===== src/rtl/io_uart_pkg.sv =====
// Shared types, constants and helpers for the io_uart_tx console block.
// Holds the formatter/serializer state enums, ASCII constants and the
// nibble-to-hex-character mapping used when printing CPU output words.
package io_uart_pkg;

  typedef enum logic {
    FMT_IDLE,
    FMT_SEND
  } fmt_state_e;

  typedef enum logic [1:0] {
    SER_IDLE,
    SER_START,
    SER_DATA,
    SER_STOP
  } ser_state_e;

  localparam logic [7:0] ASCII_0    = 8'h30;
  localparam logic [7:0] ASCII_A_LC = 8'h61;
  localparam logic [7:0] ASCII_LF   = 8'h0A;

  // Eight hex digits plus the trailing line feed.
  localparam int         CHARS_PER_WORD = 9;
  localparam logic [3:0] LAST_CHAR_IDX  = 4'(CHARS_PER_WORD - 1);

  // 0..9 -> '0'..'9', 10..15 -> 'a'..'f'
  function automatic logic [7:0] nib2ascii(input logic [3:0] nib);
    logic [7:0] ch;
    if (nib < 4'd10) begin
      ch = ASCII_0 + {4'd0, nib};
    end else begin
      ch = ASCII_A_LC + {4'd0, nib} - 8'd10;
    end
    return ch;
  endfunction

endpackage


===== src/rtl/io_uart_tx_byte.sv =====
// uart_tx_byte: 8N1 serializer with a valid/ready byte input.
// Ports: clk_i/rst_i (async active-high), valid_i/data_i/ready_o byte
// handshake, tx_o serial line (idles high), busy_o (not in IDLE).
module uart_tx_byte
  import io_uart_pkg::*;
#(
  parameter int CLKS_PER_BIT = 16
) (
  input  logic       clk_i,
  input  logic       rst_i,
  input  logic       valid_i,
  input  logic [7:0] data_i,
  output logic       ready_o,
  output logic       tx_o,
  output logic       busy_o
);

  localparam int            CW       = (CLKS_PER_BIT > 1) ? $clog2(CLKS_PER_BIT) : 1;
  localparam logic [CW-1:0] CNT_LAST = CW'(CLKS_PER_BIT - 1);

  ser_state_e    state_q, state_d;
  logic [CW-1:0] cnt_q, cnt_d;
  logic [2:0]    bit_q, bit_d;
  logic [7:0]    shreg_q, shreg_d;
  logic          bit_end;

  assign bit_end = (cnt_q == CNT_LAST);
  assign busy_o  = (state_q != SER_IDLE);

  always_ff @(posedge clk_i or posedge rst_i) begin
    if (rst_i) begin
      state_q <= SER_IDLE;
      cnt_q   <= '0;
      bit_q   <= '0;
      shreg_q <= '0;
    end else begin
      state_q <= state_d;
      cnt_q   <= cnt_d;
      bit_q   <= bit_d;
      shreg_q <= shreg_d;
    end
  end

  always_comb begin
    state_d = state_q;
    cnt_d   = cnt_q;
    bit_d   = bit_q;
    shreg_d = shreg_q;
    ready_o = 1'b0;
    tx_o    = 1'b1;
    case (state_q)
      SER_IDLE: begin
        ready_o = 1'b1;
        if (valid_i) begin
          state_d = SER_START;
          cnt_d   = '0;
          shreg_d = data_i;
        end
      end
      SER_START: begin
        tx_o = 1'b0;
        if (bit_end) begin
          state_d = SER_DATA;
          cnt_d   = '0;
          bit_d   = '0;
        end else begin
          cnt_d = cnt_q + 1'b1;
        end
      end
      SER_DATA: begin
        tx_o = shreg_q[0];
        if (bit_end) begin
          cnt_d   = '0;
          shreg_d = shreg_q >> 1;
          if (bit_q == 3'd7) begin
            state_d = SER_STOP;
          end else begin
            bit_d = bit_q + 1'b1;
          end
        end else begin
          cnt_d = cnt_q + 1'b1;
        end
      end
      SER_STOP: begin
        tx_o = 1'b1;
        if (bit_end) begin
          // Accept the next byte in the final stop cycle so consecutive
          // frames abut with no idle gap.
          ready_o = 1'b1;
          cnt_d   = '0;
          if (valid_i) begin
            state_d = SER_START;
            shreg_d = data_i;
          end else begin
            state_d = SER_IDLE;
          end
        end else begin
          cnt_d = cnt_q + 1'b1;
        end
      end
      default: state_d = SER_IDLE;
    endcase
  end

endmodule


===== src/rtl/io_uart_tx.sv =====
// io_uart_tx: prints each CPU io_write word on a UART line as 8 lowercase
// hex characters plus LF. Ports: clk/rst (async active-high), io_write/
// io_data CPU port, uart_tx serial out, busy, fifo_full, drop_cnt (sat. 255).
module io_uart_tx
  import io_uart_pkg::*;
#(
  parameter int CLKS_PER_BIT = 16,
  parameter int FIFO_DEPTH   = 8
) (
  input  logic        clk,
  input  logic        rst,
  input  logic        io_write,
  input  logic [31:0] io_data,
  output logic        uart_tx,
  output logic        busy,
  output logic        fifo_full,
  output logic [7:0]  drop_cnt
);

  localparam int AW = $clog2(FIFO_DEPTH);

  // Strobe edge detect: a held strobe yields one push.
  logic io_write_q;
  logic push;

  assign push = io_write & ~io_write_q;

  // Word FIFO; pointers carry one extra wrap bit to tell full from empty.
  logic [31:0] mem_q [FIFO_DEPTH];
  logic [AW:0] wr_ptr_q, rd_ptr_q;
  logic        fifo_empty;
  logic        pop;
  logic        push_ok;
  logic        drop;
  logic [7:0]  drop_cnt_q;

  assign fifo_empty = (wr_ptr_q == rd_ptr_q);
  assign fifo_full  = (wr_ptr_q[AW] != rd_ptr_q[AW]) &&
                      (wr_ptr_q[AW-1:0] == rd_ptr_q[AW-1:0]);
  // A pop frees a slot in the same cycle, so a push into a full FIFO that
  // coincides with a pop is kept.
  assign push_ok    = push & (~fifo_full | pop);
  assign drop       = push & fifo_full & ~pop;
  assign drop_cnt   = drop_cnt_q;

  // Formatter
  fmt_state_e  fmt_state_q, fmt_state_d;
  logic [3:0]  char_idx_q, char_idx_d;
  logic [31:0] word_q, word_d;
  logic [4:0]  nib_lsb;
  logic        ser_valid;
  logic        ser_ready;
  logic        ser_busy;
  logic [7:0]  ser_data;

  assign pop = (fmt_state_q == FMT_IDLE) & ~fifo_empty;

  // Character idx 0..7 picks nibble 7-idx (MSB first); for 3 bits 7-idx == ~idx.
  assign nib_lsb  = {~char_idx_q[2:0], 2'b00};
  assign ser_data = (char_idx_q == LAST_CHAR_IDX) ? ASCII_LF
                                                  : nib2ascii(word_q[nib_lsb +: 4]);

  assign busy = ~fifo_empty | (fmt_state_q != FMT_IDLE) | ser_busy;

  always_ff @(posedge clk or posedge rst) begin
    if (rst) begin
      io_write_q  <= 1'b0;
      wr_ptr_q    <= '0;
      rd_ptr_q    <= '0;
      drop_cnt_q  <= '0;
      fmt_state_q <= FMT_IDLE;
      char_idx_q  <= '0;
      word_q      <= '0;
    end else begin
      io_write_q <= io_write;
      if (push_ok) wr_ptr_q <= wr_ptr_q + 1'b1;
      if (pop)     rd_ptr_q <= rd_ptr_q + 1'b1;
      if (drop && (drop_cnt_q != 8'hFF)) drop_cnt_q <= drop_cnt_q + 1'b1;
      fmt_state_q <= fmt_state_d;
      char_idx_q  <= char_idx_d;
      word_q      <= word_d;
    end
  end

  // Storage needs no reset: the pointers define which entries are live.
  always_ff @(posedge clk) begin
    if (push_ok) mem_q[wr_ptr_q[AW-1:0]] <= io_data;
  end

  always_comb begin
    fmt_state_d = fmt_state_q;
    char_idx_d  = char_idx_q;
    word_d      = word_q;
    ser_valid   = 1'b0;
    case (fmt_state_q)
      FMT_IDLE: begin
        if (pop) begin
          word_d      = mem_q[rd_ptr_q[AW-1:0]];
          char_idx_d  = '0;
          fmt_state_d = FMT_SEND;
        end
      end
      FMT_SEND: begin
        ser_valid = 1'b1;
        if (ser_ready) begin
          if (char_idx_q == LAST_CHAR_IDX) begin
            fmt_state_d = FMT_IDLE;
          end else begin
            char_idx_d = char_idx_q + 1'b1;
          end
        end
      end
      default: fmt_state_d = FMT_IDLE;
    endcase
  end

  uart_tx_byte #(
    .CLKS_PER_BIT(CLKS_PER_BIT)
  ) u_ser (
    .clk_i  (clk),
    .rst_i  (rst),
    .valid_i(ser_valid),
    .data_i (ser_data),
    .ready_o(ser_ready),
    .tx_o   (uart_tx),
    .busy_o (ser_busy)
  );

endmodule


===== config.mk =====
export PLATFORM = sky130hd
export DESIGN_NAME = io_uart_tx
export DESIGN_NICKNAME = d
export VERILOG_FILES = /design/src/rtl/io_uart_pkg.sv /design/src/rtl/io_uart_tx_byte.sv /design/src/rtl/io_uart_tx.sv
export SDC_FILE = /design/constraint.sdc
export NUM_CORES = 1
export LEC_CHECK = 0
export CAP_MARGIN = 20
export CORE_MARGIN = 2
export CORE_UTILIZATION = 30
export DETAILED_ROUTE_END_ITERATION = 10
export PLACE_DENSITY = 0.47
export REMOVE_ABC_BUFFERS = 1
export SLEW_MARGIN = 10
export SYNTH_ARGS = -nofsm -noshare
export SYNTH_HDL_FRONTEND = slang
export SYNTH_SLANG_ARGS = --single-unit

===== constraint.sdc =====
create_clock -name clk -period 4.3 [get_ports clk]
set_input_delay 0.86 -clock clk [delete_from_list [all_inputs] [get_ports clk]]
set_output_delay 0.86 -clock clk [all_outputs]
set_load 0.005 [all_outputs]

After elaboration in Yosys (flattened, before gate mapping)
Memory sizes are Yosys's and may differ from the RTL's. A register that Yosys moved wholly into a read port is not among the register bits.
Cells that the tools add are included.
- logic and storage cells: 101
- latch bits: 0
- RAM bits: 256
- ROM bits: 0
- memories kept: 1
- input bits: 35
- output and inout bits: 11
- flip-flop bits (word level): 39
- memory list (name ; words ; width ; rd ports ; clocked after memory_dff ; wr ports ; RTL line ; RTL):
    mem_q ; 8 ; 32 ; 1 ; 1 ; 1 ; io_uart_tx.sv:29 ; logic [31:0] mem_q [FIFO_DEPTH];
- order comparisons: 1
- shift-type cells: 1
- $mul: 0
- multiplexer cells: 34
- equal/unequal tests: 19
- add/sub/neg operators: 9
- bitwise operators: 14
- reductions and logical operators: 12
- div/mod/pow operators: 0
- operators by type and width (kind ; number):
    $mux 8 ; 5
    $shiftx 32x6->4 ; 1
    $pmux 8 s3 ; 1
    $mux 4 ; 5
    $add 4x1->4 const B ; 4
    $pmux 4 s2 ; 2
    $mux 2 ; 5
    $ne 2x1->1 const B ; 5
    $mux 3 ; 3
    $add 7x4->8 const A ; 1
    $add 8x1->8 const B ; 1
    $eq 4x4->1 const B ; 2
    $mux 1 ; 8
    $ne 2x2->1 const B ; 4
    $ne 8x8->1 const B ; 1
    $pmux 2 s4 ; 1
    $sub 8x4->8 const B ; 1
    $add 6x4->7 const A ; 1
    $pmux 1 s2 ; 3
    $pmux 3 s2 ; 1
    $reduce_and 3->1 ; 2
    $and 1x1->1 ; 5
    $not 1->1 ; 5
    $reduce_and 5->1 ; 1
    17 further kinds ; 22

Longest topological paths before layout
Gate-level depths: netlist (run 1).
- word-level depth: 9
- mapped depth: 9
- mapped depth without buffers: 7

By module
From an unflattened synthesis (run 1), not the netlist that was laid out.
- cells, all modules: 712
- area total of the unflattened synthesis: 13216.4 sq um
- modules (own cells, without submodules) (module ; cells each ; times used ; area each (sq um) ; seq. area each (sq um)):
    io_uart_tx ; 620 ; 1 ; 12189.2 ; 9038.7
    uart_tx_byte ; 92 ; 1 ; 1027.2 ; 425.4

Worst setup path after synthesis (run 1)
Ideal clock, no wire load.
- kind: input to register
- from: in io_write
- to: mem mem_q[0][0], enable pin
- cell stages on the path: 3
- path buffers: 0
- arrival time: 4315 ps
- setup time: 502 ps
- data required time: 3798 ps
- path slack: -517 ps
- path through: nor2b_1 -> o21ai_2 -> nor4_1
- longest elaborated chain between the ends: 4
- RTL lines (element ; RTL line ; RTL):
    start, declared ; io_uart_tx.sv:12 ; input logic io_write,
    $and 1x1->1 ; io_uart_tx.sv:26 ; assign push = io_write & ~io_write_q;
    $and 1x1->1 ; io_uart_tx.sv:42 ; assign push_ok = push & (~fifo_full | pop);
    $mux 1 ; io_uart_tx.sv:87 ; if (push_ok) mem_q[wr_ptr_q[AW-1:0]] <= io_data;
    $mux 1 (implied by the code) ; io_uart_tx.sv:87 ;
    end, declared ; io_uart_tx.sv:29 ;
No other way between the ends.

Worst setup path after layout (run 1)
- from: reg rd_ptr_q[0]
- to: out fifo_full
- longest elaborated chain between the ends: 2
- RTL lines (element ; RTL line ; RTL):
    start, declared ; io_uart_tx.sv:30 ; logic [AW:0] wr_ptr_q, rd_ptr_q;
    start signal, assigned ; io_uart_tx.sv:77 ; if (pop) rd_ptr_q <= rd_ptr_q + 1'b1;
    $eq 3x3->1 ; io_uart_tx.sv:39 ; (wr_ptr_q[AW-1:0] == rd_ptr_q[AW-1:0]);
    $logic_and 1x1->1 ; io_uart_tx.sv:38 ; assign fifo_full = (wr_ptr_q[AW] != rd_ptr_q[AW]) &&
    end, declared ; io_uart_tx.sv:16 ; output logic fifo_full,
No other way between the ends.

==> results.cfg, run 1 <==
[cts]
holdBufCountCts = 0
cts_made_buffers = 37
htreeDepth = 2
cts.repair.resized = 0
clock_latency_ps = 520
clk_pin_slew_worst_paths_ps = 60
cts_root_buffer = clkbuf_16
cts_tree = yes
cts_buffer_depth = 3
post_cts_buffers = 0
clock_sinks = 326

[logic_synthesis]
synth_area_leaders = edfxtp_1, dfrtp_1, mux4_2
synthCells = 707
synth_area_per_cell_um2 = 18.5
synth_top_area_share = 0.588
synth.largest_area_cell = edfxtp_1
synth_flop_cell = edfxtp_1
async_reset_ff_frac = 0.215
synth-seq-cells = 326
netlist_area_mm2 = 0.0131
yosys.cell_types.count = 54
synth.most_common_cell = edfxtp_1
yosys-top-cells-count = edfxtp_1, dfrtp_1, mux4_2
synth_edf_count = 256
yosys_warnings = 0
ys_seq_area_frac = 0.721

[final_layout]
nFillCells = 4023
antenna_cells = 0
fin_area_mm2 = 0.0156
multi_input_area_mm2 = 0.00347
utilization = 0.362
seqCellArea_mm2 = 0.00945
syn_to_final_growth_pct = 19.2
drive_gt1_frac = 0.213
final_nets = 825
final_cell_count_no_fill = 1388

[place]
dp_hpwl_um = 15900
port_buffers = 45
gp_congestion = 0.682
postPlaceCellArea_mm2 = 0.0143
place_ws_ps = 906
place_inst = 1321

[setup_path]
endpoint_kind = output pin
arrival_ps = 2540
critPathMaxStageDelay_ps = 710
cp_max_fo = 29
crit_type = register to output pin
crit_path_start_kind = register
r2r_slack_ps = 1340
cp_slowest_cell = dfrtp_4
crit_chain = xnor2_1 > nand4b_1 > inv_2 > clkdlybuf4s50_1
required_ps = 3440

[detailed_routing]
vias = 6421
drt_first_pass_iters = 5
vias_per_cell = 4.63
ant_nets = 0
routed_wl_um = 27100
wire_per_inst_um = 19.6
drtIter0Drc = 314
drcViolationCount = 0

[min_path]
hold_class = register to register

[timing]
layout_setup_ws_ps = 896
report.final.slew_viol_count = 0
rsz0062_at_grt = false
fin_crit_ps = 3400
fmax_ghz = 0.294
period_share = 0.792
slew_headroom = 0.317
tightest_slew_ps = 1020
finalSetupViolations = 0
skew_ps = 18.4
final_hold_viol_count = 0

[grt]
grt_first_pass_wirelength_um = 42300
grt_pass1_vias = 6741
grt_overflow = 0
grt_max_degree = 62
grt_util_all_layers = 0.125
antenna_found_initial = 0

[power_and_ir_drop]
p_leak_nw = 5.24
power_per_cell_area_mw_per_mm2 = 652
ir_drop_mv = 0.308

[floorplanning]
dieWidth_um = 213
die_h_um = 213
rows = 76
io_pins = 46
core_area_mm2 = 0.0431
initial_utilization = 0.304
dieArea_mm2 = 0.0453

[run_status]
outcome = finished, final reports clean

[run]
cap_viol_max_count = 0
-- worst paths after layout --
kind | to | cells after the start | start
worst min register to register | u_ser.shreg_q[3] | 2 | u_ser.shreg_q[3]
min in group asynchronous | io_write_q | 2 | rst
worst max register to register | mem_q[6][19] | 5 | rd_ptr_q[0]
max in group asynchronous | rd_ptr_q[0] | 3 | rst
worst min-delay path | u_ser.shreg_q[3] | 2 | u_ser.shreg_q[3]
worst max-delay path | fifo_full | 4 | rd_ptr_q[0]
-- critical path: cells and delay by family (launching register included) --
kind	cells	cell delay (ps)
flip-flops	1	710
buffers and inverters	2	640
XOR/XNOR	1	440
AND/OR/NAND/NOR	1	240
-- registers in the layout, summed over array words and instances, names as in the netlist --
name	count
rd_ptr_q	4
fmt_state_q	1
u_ser.state_q	2
u_ser.bit_q	3
drop_cnt	8
word_q	32
u_ser.cnt_q	4
char_idx_q	4
io_write_q	1
u_ser.shreg_q	7
mem_q	256
wr_ptr_q	4
-- cell families after synthesis --
kind of cell | share of synthesized area
fa+ha+maj | 0.0143
simple gates | 0.0383
compound gates | 0.0362
xor+xnor | 0.0134
flops | 0.721
buf+inv | 0.0179
mux | 0.159
-- stage by stage --
stage	hold WS (ps)	setup TNS [ps]	power, W
after floorplan	449	-452100	0.00622
after global placement	478	0	0.00700
after detailed placement	475	0	0.00702
after CTS	489	0	0.0104
after global routing	519	0	0.0107
final	482	0	0.0102
-- layer usage --
metal / routed length (um) / track usage / vias to the layer above
li1: - / - / 2937
met1: 12800 / 0.172 / 3330
met2: 12900 / 0.205 / 116
met3: 922 / 0.0215 / 38
met4: 543 / 0.0342 / 0
met5: 0 / 0 / -
-- where the power goes --
group,leakage (nW),total (W),switching (W),internal (W)
Combinational,1.46,0.00262,0.00133,0.00129
Clock,0.622,0.00329,0.00126,0.00203
Sequential,3.16,0.00426,0.000379,0.00388
Total,5.24,0.0102,0.00297,0.00720
-- cell type report --
class	count	share of cell area
multi-input combinational	334	0.223
sequential	326	0.606
clock inverter	26	0.0212
clock buffer	41	0.0610
timing repair buffer	64	0.0388
inverter	12	0.00377
tap	585	0.0469
-- layout by cell type (no fill, tap or decap), drive strengths merged, types with 6 or more instances in the layout --
master and count:
nor2 45, bufinv 8, clkbuf 41, edfxtp 256, nor3 9, inv 14
a22o 6, dfrtp 70, nand3 6, clkdlybuf4s50 45, xnor2 12, buf 19
a21oi 39, clkinv 13, mux2i 38, o21ai 13, ha 15, nand2 26
xor2 8, mux4 72
Power figures use the tool's default switching activity.
==> run 2, diff against run 1 <==
Settings changed: PLACE_DENSITY 0.47 to 0.45.
Clock period 4.3 ns to 3.5 ns, I/O delays scaled along.
==> run 2 against run 1 <==
Routed wire length increased by 1.4%. Critical endpoint is now uart_tx. Largest cell class unchanged. Total power increased by 20%. Sequential share of layout area rose by 0.18 points.
==> results.cfg, run 2 (synthesis gave the netlist of run 1 again) <==
[final_layout]
antenna_cells = 0
largest_reg_flops = 256
final_common_cell = edfxtp_1
final_nets = 824
drive_gt1_frac = 0.199
syn_to_final_growth_pct = 18.8
final_cell_mix = edfxtp_1, mux4_2, dfrtp_1, clkdlybuf4s50_1, nor2_1

[timing]
finalSetupViolations = 0
tns_ps = 0
fin_crit_ps = 3060
skew_ps = 9.48
fmax_ghz = 0.327
report.final.slew_viol_count = 0
slew_headroom = 0.314
rsz0062_at_grt = false
tightest_slew_ps = 1030
final_hold_viol_count = 0
period_share = 0.873

[detailed_routing]
drcViolationCount = 0
drtIter0Drc = 577
drt_first_pass_iters = 5
vias_per_cell = 4.70
ant_nets = 0
wire_per_inst_um = 19.9
vias = 6516
routed_wl_um = 27500

[min_path]
hold_class = register to register

[place]
port_buffers = 45
gp_congestion = 0.753
dp_hpwl_um = 15500

[grt]
grt_overflow = 0
grt_util_all_layers = 0.126
grt_max_degree = 62
grt_first_pass_wirelength_um = 42500
antenna_found_initial = 0
grt_pass1_vias = 6948

[cts]
clock_latency_ps = 520
htreeDepth = 2
clock_sinks = 326
post_cts_buffers = 0
cts_tree = yes
cts_made_buffers = 37
cts_root_buffer = clkbuf_16
cts_buffer_depth = 3
clk_pin_slew_worst_paths_ps = 60
cts.repair.resized = 0
holdBufCountCts = 0

[power_and_ir_drop]
internal-power_w = 0.00856
p_leak_nw = 5.18
ir_drop_mv = 0.371
power_per_cell_area_mw_per_mm2 = 782
p_sw_w = 0.00361
combPwrFrac = 0.274
seq_power_share = 0.425
p_sw_frac = 0.297
clockPowerShare = 0.300
p_total_w = 0.0122

[run]
cap_viol_max_count = 0

[setup_path]
cp_max_fo = 15
endpoint_kind = output pin
critical-path-top-delay-family = buffers and inverters
r2r_slack_ps = 940
crit_path_start_kind = register
arrival_ps = 2360
cp_slowest_cell = clkdlybuf4s50_1
crit_chain = inv_1 > ha_1 > mux2i_1 > clkdlybuf4s50_1
crit_type = register to output pin
required_ps = 2800
cp.buffers_inverters = 2
critPathMaxStageDelay_ps = 520

[floorplanning]
dieWidth_um = 213
io_pins = 46
rows = 76
dieArea_mm2 = 0.0453
core_area_mm2 = 0.0431
initial_utilization = 0.304
die_h_um = 213

[run_status]
outcome = finished, final reports clean
[run 2: cell types whose count changed in the layout (fill, tap and decap cells not counted)]
cell and delta:
buf_12 +8, buf_4 -9, bufinv_16 -4, clkbuf_1 +6, clkbuf_8 -1, clkinv_1 +4
clkinv_2 -3, clkinv_4 -2, inv_6 -1
[run 2: stage by stage]
step	instance area [um^2]	worst slack [ps]	instances	util	hold WS [ps]
2_1_floorplan	12900	-3510	672	-	449
3_3_place_gp	14400	666	1320	0.334	474
3_5_place_dp	14400	623	1320	0.334	484
4_1_cts	15500	407	1386	0.361	492
5_1_grt	15500	230	1386	0.361	513
6_report	15500	444	1386	0.361	492
[run 2: final cells by class]
class                      instances  area [um^2]
timing repair buffer              63          698
tap                              585          732
clock buffer                      46          960
inverter                          12         58.8
clock inverter                    20          184
fill                            3995        27500
multi-input combinational        334         3470
sequential                       326         9450
[run 2: layer usage]
layer | vias to the layer above | track usage | part of all wire
met5 | - | 0 | 0
met4 | 0 | 0.0287 | 0.015
met3 | 34 | 0.0249 | 0.043
met2 | 126 | 0.208 | 0.49
met1 | 3411 | 0.172 | 0.46
li1 | 2945 | - | -
[run 2: worst paths after layout]
check                                       from           end  cells after the start
worst min-delay path                 wr_ptr_q[3]   wr_ptr_q[3]                      1
worst max register to register       rd_ptr_q[0]  mem_q[4][12]                      5
min in group asynchronous                    rst   drop_cnt[1]                      2
worst max-delay path            u_ser.state_q[0]       uart_tx                      4
worst min register to register       wr_ptr_q[3]   wr_ptr_q[3]                      1
max in group asynchronous                    rst   rd_ptr_q[0]                      3
[run 2: worst register-to-register path, delay by kind of cell (launching register included)]
kind | cells | cell delay (ps)
AO/OA/AOI/OAI | 1 | 720
flip-flops | 1 | 570
XOR/XNOR | 1 | 370
AND/OR/NAND/NOR | 2 | 370
buffers and inverters | 1 | 240
[run 2: power by group through the flow]
stage / Sequential, W / Clock (W) / Combinational (W)
after floorplan: 0.00539 / 0 / 0.00225
after detailed placement: 0.00526 / 0 / 0.00343
final: 0.00517 / 0.00365 / 0.00334
after global placement: 0.00522 / 0 / 0.00336
after CTS: 0.00518 / 0.00378 / 0.00344
after global routing: 0.00524 / 0.00392 / 0.00371
==> run 3, diff against run 2 <==
Settings changed: SYNTH_HIERARCHICAL from default to 1.
==> run 3 against run 2 <==
Fmax down 4.6%. Design area increased by 1.3%. First-iteration DRC count shrank 37%. Sequential power down 1%. Routed wire length is 5.2% lower. Clock power grew 1%. Synthesized cell count rose by 0.71%. Die area up 0.99%. Combinational power is 4% higher. Area after synthesis up 1.0%. Critical path type unchanged. Sequential share of layout area shrank 0.59 points. Clock skew rose by 9.7 ps.
==> results.cfg, run 3 <==
[grt]
grt_first_pass_wirelength_um = 41200
grt_overflow = 0
grt_util_all_layers = 0.120
grt_pass1_vias = 7004
antenna_found_initial = 0
grt_max_degree = 68

[timing]
fmax_ghz = 0.312
final_hold_viol_count = 0
fin_crit_ps = 3200
tightest_slew_ps = 716
skew_ps = 19.2
rsz0062_at_grt = false
period_share = 0.915
slew_headroom = 0.522
layout_setup_ws_ps = 296
report.final.slew_viol_count = 0
finalSetupViolations = 0

[cts]
cts.repair.resized = 0
htreeDepth = 2
cts_tree = yes
clk_pin_slew_worst_paths_ps = 60
cts_root_buffer = clkbuf_16
holdBufCountCts = 0
cts_buffer_depth = 3
post_cts_buffers = 0
clock_sinks = 327
cts_made_buffers = 37
clock_latency_ps = 530

[setup_path]
crit_path_start_kind = register
arrival_ps = 2500
crit_type = register to output pin
required_ps = 2800
crit_start = u_ser/state_q[0]
cp_max_fo = 17
reg2regPathDepth = 8
r2r_start = char_idx_q[0]
endpoint_kind = output pin

[floorplanning]
io_pins = 46
dieWidth_um = 214
rows = 76
core_area_mm2 = 0.0433
initial_utilization = 0.305
dieArea_mm2 = 0.0457
die_h_um = 214

[logic_synthesis]
ys_seq_area_frac = 0.716
synth-seq-cells = 327
synth_flop_cell = edfxtp_1
synth_area_leaders = edfxtp_1, dfrtp_1, mux4_2
yosys.cell_types.count = 49
yosys_warnings = 6
netlist_area_mm2 = 0.0132
async_reset_ff_frac = 0.217
synthCells = 712
synth_area_per_cell_um2 = 18.6
synth_edf_count = 256
synth.most_common_cell = edfxtp_1
synth.largest_area_cell = edfxtp_1
yosys-top-cells-count = edfxtp_1, dfrtp_1, mux4_2
synth_top_area_share = 0.582

[final_layout]
syn_to_final_growth_pct = 19.1
final_cell_mix = edfxtp_1, dfrtp_1, mux4_2, clkdlybuf4s50_1, nor2_1
antenna_cells = 0
largest_reg_flops = 256
fin_area_mm2 = 0.0157
final_common_cell = edfxtp_1
final_nets = 832
drive_gt1_frac = 0.210

[min_path]
hold_class = register to register
min_from = drop_cnt[5]
whs_path_depth = 1

[detailed_routing]
vias_per_cell = 4.67
wire_per_inst_um = 18.7
drcViolationCount = 0
vias = 6516
drt_first_pass_iters = 4
ant_nets = 0
routed_wl_um = 26100
drtIter0Drc = 361

[place]
port_buffers = 45
postPlaceCellArea_mm2 = 0.0145
place_ws_ps = 595
gp_congestion = 0.710
dp_hpwl_um = 15200

[run]
cap_viol_max_count = 0

[power_and_ir_drop]
ir_drop_mv = 0.600
p_total_w = 0.0123
p_leak_nw = 5.25
power_per_cell_area_mw_per_mm2 = 779

[run_status]
outcome = finished, final reports clean
## run 3: metal layers
layer	part of all wire	wire (um)	vias up	global-route usage
li1	-	-	2964	-
met1	0.44	11600	3415	0.156
met2	0.50	13100	94	0.204
met3	0.033	867	43	0.0233
met4	0.021	549	0	0.0328
met5	0	0	-	0
## run 3: worst max-delay path, cell delays in order, from the launching register on
cell             delay, ps
dfrtp_1                430
inv_1                  140
ha_1                   590
mux2i_1                300
clkdlybuf4s50_1        530
## run 3: logic make-up after synthesis
kind of cell	count (synthesis)	synth area share
DFF	327	0.716
adders and majority gates	15	0.0142
AOI/OAI and AO/OA	68	0.0317
buffers and inverters	49	0.0169
other	1	0.000284
xor gates and xnor gates	19	0.0126
and+or+nand+nor	103	0.0370
muxes	130	0.171
## run 3: cell type report
cell class	instances	area (um^2)
well taps	585	732
repair buffers	65	721
inverters	15	56.3
flip-flops and latches	327	9470
clock inverters	21	194
clock buffers	45	977
fillers	4037	27500
multi-input cells	336	3590
## run 3: stage by stage
step                      instances  utilization  hold slack [ps]  setup TNS, ps
final                          1394        0.364              488              0
after global routing           1394        0.364              508              0
after CTS                      1393        0.363              494              0
after detailed placement       1327        0.336              481              0
after global placement         1327        0.336              475              0
after floorplan                 678            -              462        -733310
## run 3: worst paths after layout
| kind | end | slack, ps |
|---|---|---|
| min in group asynchronous | fmt_state_q | 670 |
| max | uart_tx | 300 |
| max reg2reg | u_ser/shreg_q[2] | 730 |
| max in group asynchronous | drop_cnt[6] | 2180 |
| min reg2reg | drop_cnt[5] | 490 |
| min | drop_cnt[5] | 490 |
## run 3: report_power, final
| group | switching [W] | total (W) | internal [W] | leakage [nW] |
|---|---|---|---|---|
| registers | 0.000312 | 0.00510 | 0.00479 | 3.16 |
| clock network | 0.00149 | 0.00370 | 0.00221 | 0.566 |
| logic | 0.00174 | 0.00346 | 0.00172 | 1.52 |
| total | 0.00354 | 0.0123 | 0.00872 | 5.25 |
